$ cat config.mk
export PLATFORM = sky130hd
export DESIGN_NAME = shift_seq_ctrl
export DESIGN_NICKNAME = d
export VERILOG_FILES = /design/src/rtl/shift_pkg.sv /design/src/rtl/shift_step.sv /design/src/rtl/shift_seq_ctrl.sv
export SDC_FILE = /design/constraint.sdc
export NUM_CORES = 1
export LEC_CHECK = 0
export CAP_MARGIN = 0
export CORE_ASPECT_RATIO = 0.7
export CORE_MARGIN = 4
export CORE_UTILIZATION = 30
export DETAILED_ROUTE_END_ITERATION = 8
export GPL_TIMING_DRIVEN = 1
export MAX_ROUTING_LAYER = met4
export PLACE_DENSITY_LB_ADDON = 0.05
export SLEW_MARGIN = 20
export SYNTH_ARGS = -nofsm -noshare
export SYNTH_HDL_FRONTEND = slang
export SYNTH_SLANG_ARGS = --single-unit
$ cat constraint.sdc
create_clock -name clk -period 3 [get_ports clk]
set_input_delay 0.45 -clock clk [delete_from_list [all_inputs] [get_ports clk]]
set_output_delay 0.45 -clock clk [all_outputs]
set_load 0.05 [all_outputs]
$ cat src/rtl/shift_pkg.sv
// Shared definitions for the iterative shift sequencer.
//   state_e    : sequencer states (IDLE, SHIFT, DONE)
//   op_e       : shift operation (sll, srl, sra, pass-through)
//   SHAMT_W    : width of a shift amount
//   decode_op  : priority decode of the op-select inputs (sll > srl > sra)
package shift_pkg;

  localparam int unsigned SHAMT_W = 5;

  typedef enum logic [1:0] {
    S_IDLE  = 2'd0,
    S_SHIFT = 2'd1,
    S_DONE  = 2'd2
  } state_e;

  typedef enum logic [1:0] {
    OP_SLL  = 2'd0,
    OP_SRL  = 2'd1,
    OP_SRA  = 2'd2,
    OP_PASS = 2'd3
  } op_e;

  function automatic op_e decode_op(input logic is_sll, input logic is_srl,
                                    input logic is_sra);
    if (is_sll)      return OP_SLL;
    else if (is_srl) return OP_SRL;
    else if (is_sra) return OP_SRA;
    else             return OP_PASS;
  endfunction

endpackage

$ cat src/rtl/shift_step.sv
// Combinational partial shifter: shifts data_i by k_i bits (0..STEP) for one
// sequencer cycle.
//   data_i : value to shift
//   k_i    : shift distance for this cycle
//   op_i   : operation; OP_PASS returns data_i unchanged
//   fill_i : sign bit inserted from the left for OP_SRA
//   data_o : shifted value
module shift_step
  import shift_pkg::*;
#(
  parameter int unsigned WIDTH = 32
) (
  input  logic [WIDTH-1:0]   data_i,
  input  logic [SHAMT_W-1:0] k_i,
  input  op_e                op_i,
  input  logic               fill_i,
  output logic [WIDTH-1:0]   data_o
);

  always_comb begin
    case (op_i)
      OP_SLL:  data_o = data_i << k_i;
      OP_SRL:  data_o = data_i >> k_i;
      // Logical shift, then set the vacated top k bits to the fill bit.
      OP_SRA:  data_o = (data_i >> k_i) |
                        (~({WIDTH{1'b1}} >> k_i) & {WIDTH{fill_i}});
      default: data_o = data_i;
    endcase
  end

endmodule

$ cat src/rtl/shift_seq_ctrl.sv
// Multi-cycle shift sequencer for the EX stage. Latches operands on start and
// shifts STEP bits per cycle until the requested amount is consumed.
//   clk, reset        : clock, synchronous active-high reset
//   start             : request an op (ignored while busy)
//   flush             : abort; in-flight result discarded, shiftout held
//   rd1               : bits [4:0] give the amount when v=1
//   rd2               : operand being shifted
//   shamt             : amount when v=0
//   issll/issrl/issra : op select, priority sll > srl > sra, none = pass
//   busy              : high while shifting
//   done              : one-cycle pulse when shiftout is updated
//   shiftout          : last completed result
module shift_seq_ctrl
  import shift_pkg::*;
#(
  parameter int unsigned STEP  = 1,
  parameter int unsigned WIDTH = 32
) (
  input  logic               clk,
  input  logic               reset,
  input  logic               start,
  input  logic               flush,
  input  logic [WIDTH-1:0]   rd1,
  input  logic [WIDTH-1:0]   rd2,
  input  logic [SHAMT_W-1:0] shamt,
  input  logic               issll,
  input  logic               issrl,
  input  logic               issra,
  input  logic               v,
  output logic               busy,
  output logic               done,
  output logic [WIDTH-1:0]   shiftout
);

  localparam logic [SHAMT_W-1:0] STEP_AMT = SHAMT_W'(STEP);

  state_e               state_q, state_d;
  op_e                  op_q, op_d, op_in;
  logic [WIDTH-1:0]     work_q, work_d;
  logic [WIDTH-1:0]     shiftout_q, shiftout_d;
  logic [SHAMT_W-1:0]   cnt_q, cnt_d;
  logic                 fill_q, fill_d;
  logic                 busy_q, busy_d;
  logic                 done_q, done_d;
  logic [SHAMT_W-1:0]   amt_in, step_k;
  logic [WIDTH-1:0]     step_out;
  logic                 final_step;
  logic                 unused_rd1_hi;

  assign unused_rd1_hi = ^rd1[WIDTH-1:SHAMT_W];

  assign op_in      = decode_op(issll, issrl, issra);
  assign amt_in     = (op_in == OP_PASS) ? '0 : (v ? rd1[SHAMT_W-1:0] : shamt);
  assign final_step = (cnt_q <= STEP_AMT);
  assign step_k     = final_step ? cnt_q : STEP_AMT;

  shift_step #(.WIDTH(WIDTH)) u_step (
    .data_i (work_q),
    .k_i    (step_k),
    .op_i   (op_q),
    .fill_i (fill_q),
    .data_o (step_out)
  );

  always_comb begin
    state_d    = state_q;
    op_d       = op_q;
    work_d     = work_q;
    cnt_d      = cnt_q;
    fill_d     = fill_q;
    shiftout_d = shiftout_q;
    done_d     = 1'b0;

    if (flush) begin
      state_d = S_IDLE;
    end else begin
      case (state_q)
        S_SHIFT: begin
          work_d = step_out;
          if (final_step) begin
            cnt_d      = '0;
            shiftout_d = step_out;
            done_d     = 1'b1;
            state_d    = S_DONE;
          end else begin
            cnt_d = cnt_q - STEP_AMT;
          end
        end
        default: begin
          // IDLE and DONE accept a new op identically (back-to-back issue).
          state_d = S_IDLE;
          if (start) begin
            work_d = rd2;
            op_d   = op_in;
            fill_d = rd2[WIDTH-1];
            cnt_d  = amt_in;
            if (amt_in == '0) begin
              shiftout_d = rd2;
              done_d     = 1'b1;
              state_d    = S_DONE;
            end else begin
              state_d = S_SHIFT;
            end
          end
        end
      endcase
    end

    busy_d = (state_d == S_SHIFT);
  end

  always_ff @(posedge clk) begin
    if (reset) begin
      state_q    <= S_IDLE;
      op_q       <= OP_PASS;
      work_q     <= '0;
      cnt_q      <= '0;
      fill_q     <= 1'b0;
      shiftout_q <= '0;
      busy_q     <= 1'b0;
      done_q     <= 1'b0;
    end else begin
      state_q    <= state_d;
      op_q       <= op_d;
      work_q     <= work_d;
      cnt_q      <= cnt_d;
      fill_q     <= fill_d;
      shiftout_q <= shiftout_d;
      busy_q     <= busy_d;
      done_q     <= done_d;
    end
  end

  assign busy     = busy_q;
  assign done     = done_q;
  assign shiftout = shiftout_q;

endmodule
==> impl_metrics.py <==
metrics = {
    "drt": {
        "ant_nets": 0,
        "drc": 0,
        "drt-pass1-iter-count": 5,
        "drt_wl_total_um": 22370,
        "via_count": 6217,
        "drt_iter0_markers": 732,
        "viasPerCell": 5.910,
        "wire_per_inst_um": 21.26,
    },
    "clock_tree": {
        "clkLatencyLatePin_ns": 0.35,
        "root_buffer": "clkbuf_16",
        "cts.sinks": 76,
        "cts.repair.resized": 0,
        "cts-buffers-inserted": 9,
        "hold_buffers": 0,
        "clk_pin_slew_worst_paths_ns": 0.06,
        "post_cts.repair.setup_buffers": 0,
        "htreeDepth": 3,
        "cts_tree": "done",
        "clockBufferDepth": 2,
    },
    "critical_path": {
        "crit_slowest_cell": "or3_1",
        "crit_top_cell": "a21oi_1",
        "cp_cell_sequence": "ha_1 -> nand2_1 -> or3_1 -> buf_4 -> a21oi_1 -> nor2_1 -> a21oi_1 -> nand2_1 -> a21oi_1",
        "critical_path_class": "register to register",
        "worst-path-buf-inv": 1,
        "path_max_fanout": 7,
        "crit_required_ns": 3.27,
        "end_kind": "register",
        "critPathTopFamily": "simple AND/OR/NAND/NOR gates",
        "arrival_ns": 3.01,
        "start_kind": "register",
        "cpPeakStageDelay_ns": 0.58,
    },
    "hold_path": {
        "hold_path.class": "register to register",
    },
    "layout": {
        "fin_nets": 895,
        "multi_input_area_um2": 3441,
        "diodes": 0,
        "nFillCells": 1812,
        "regArea_um2": 1521,
        "syn_to_final_growth_pct": 29.61,
        "final_layout_size_suffix_gt1_share_pct": 11.33,
    },
    "pwr": {
        "p_leak_uw": 0.002404,
        "pwr-share-comb_pct": 28.1,
        "sw_frac_of_total_pct": 34.34,
        "ir_drop_v": 0.0002402,
        "switching_power_uw": 1069,
        "powerDensity_nw_per_um2": 453.0,
        "pwr-share-seq_pct": 36.7,
        "intPower_uw": 2045,
        "finalPower_uw": 3114,
        "clkPwrFrac_pct": 35.2,
    },
    "yosys": {
        "seq_area_frac_synth_pct": 28.69,
        "synth_seq_cells": 76,
        "synthCells": 740,
        "synth_top_cell_area_share_pct": 28.69,
        "synthFlopType": "dfxtp_1",
        "ys_async_sr_fraction_pct": 0,
        "synthTopCellsByArea": "dfxtp_1, a21oi_1, nand2_1",
        "synth_top_cell_by_area": "dfxtp_1",
        "synth-edff-count": 0,
        "synth.distinct_cells": 71,
        "synth_most_common_cell": "nand2_1",
        "synthesis.area_um2": 5304,
        "ys_top_cells_by_count": "nand2_1, a21oi_1, dfxtp_1",
        "syn_nets": 819,
        "ys.warnings.count": 0,
        "syn_avg_cell_area_um2": 7.167,
    },
    "grt": {
        "grt_pass1_wl_um": 34810,
        "grt_start_max_net_pins": 45,
        "grtUsageTotal_pct": 22.58,
        "grt_pass1_vias": 5896,
        "grt.overflow.total": 0,
        "antenna_found_initial": 0,
    },
    "placed_design": {
        "gp_congestion": 0.9192,
        "numPortBuffers": 83,
        "dp.final_hpwl_um": 16520,
    },
    "timing": {
        "final_max_slew_viol_count": 0,
        "fmax_mhz": 365.1,
        "fin_crit_ns": 2.739,
        "skew_ns": 0.007569,
        "hold_viol": 0,
        "fin_setup_tns_ns": 0,
        "grt_setup_unrepaired": "false",
        "tightest_slew_ns": 0.8109,
        "max_slew_margin_pct": 45.94,
        "setup-violations-final": 0,
        "min_period_over_period_pct": 91.30,
    },
    "floorplan": {
        "coreArea_um2": 17270,
        "die-area_um2": 19900,
        "die_w_um": 166.9,
        "die_h_um": 119.2,
        "io_pins": 111,
        "row_count": 40,
        "start_util_pct": 30.72,
    },
    "outcome": {
        "outcome": "finished clean",
    },
    "flow_run": {
        "maxCapViolCount": 0,
    },
}
## layer usage
layer / GRT usage, % / share of wire [%] / vias up
met5: - / 0 / -
met4: 5.008 / 1.2 / 0
met3: 4.479 / 7.1 / 24
met2: 32.68 / 43 / 269
met1: 32.45 / 49 / 2996
li1: - / - / 2928
## final timing paths
check / start / end / depth (start not counted) / slack [ns]
max reg2reg: cnt_q[0] / shiftout[4] / 9 / 0.26
min: fill_q / fill_q / 2 / 0.45
max: cnt_q[0] / shiftout[4] / 9 / 0.26
min reg2reg: fill_q / fill_q / 2 / 0.45
## cell type report
| class | count | area share [%] |
|---|---|---|
| multi-input cells | 587 | 50.05 |
| clock inverters | 6 | 0.9465 |
| repair buffers | 138 | 19.11 |
| well taps | 231 | 4.205 |
| inverters | 4 | 0.2184 |
| flip-flops and latches | 76 | 22.13 |
| clock buffers | 10 | 3.331 |
## through the flow
| stage | hold slack (ns) | area [µm²] | utilization [%] | worst slack, ns | std cells |
|---|---|---|---|---|---|
| after detailed placement | 0.4473 | 6576 | 38.09 | 0.08138 | 1036 |
| final | 0.4547 | 6874 | 39.81 | 0.2609 | 1052 |
| after global placement | 0.4444 | 6576 | 38.09 | 0.06755 | 1036 |
| after floorplan | 0.4318 | 5304 | - | 0.5596 | 740 |
| after CTS | 0.4559 | 6870 | 39.79 | 0.04799 | 1052 |
| after global routing | 0.4804 | 6874 | 39.81 | 0.05117 | 1052 |
## worst min-delay path, stage by stage (launching register included)
cell	delay, ns
dfxtp_1	0.31
nand2_1	0.05
a21oi_1	0.05
## layout by cell type, fill, tap and decap left out, types with 4 or more instances in the layout
| cell type | instances |
|---|---|
| a2111oi_0 | 5 |
| a211oi_1 | 24 |
| a21o_1 | 13 |
| a21oi_1 | 84 |
| a221o_1 | 4 |
| a221oi_1 | 10 |
| a22o_1 | 4 |
| a22oi_1 | 9 |
| a311o_1 | 5 |
| a311oi_1 | 9 |
| a31o_2 | 4 |
| a31oi_1 | 7 |
| and3_1 | 8 |
| buf_12 | 6 |
| buf_4 | 49 |
| clkbuf_16 | 9 |
| clkdlybuf4s50_1 | 82 |
| dfxtp_1 | 76 |
| mux2i_1 | 14 |
| nand2_1 | 107 |
| nand2b_1 | 4 |
| nand3_1 | 31 |
| nand3b_1 | 5 |
| nor2_1 | 64 |
| nor2b_1 | 7 |
| nor3_1 | 22 |
| nor3b_1 | 12 |
| nor4_1 | 4 |
| o211ai_1 | 5 |
| o21ai_0 | 37 |
| o221ai_1 | 5 |
| o22ai_1 | 11 |
| o31ai_1 | 4 |
| or3_1 | 9 |
## state kept, by name, summed over array words and instances, names as in the netlist
name,count
busy,1
cnt_q,5
done,1
fill_q,1
op_q,2
shiftout,32
state_q,2
work_q,32
## power groups by stage
stage	sequential, µW	clock [µW]	combinational (µW)
floorplan	1180	0	487
global placement	1160	0	853
detailed placement	1160	0	855
CTS	1140	1130	859
global route	1150	1180	938
finish	1140	1100	874
## cells by family (layout without fill, tap and decap cells)
kind of cell	count (synthesis)	after routing	synth area share, %
compound gates	274	274	34.75
simple gates	293	293	26.07
flops	76	76	28.69
buf+inv	77	158	6.653
xor+xnor	2	2	0.3303
mux	15	15	2.854
fa+ha+maj	3	3	0.6605
Note: power is estimated with default switching activity, not from simulation.
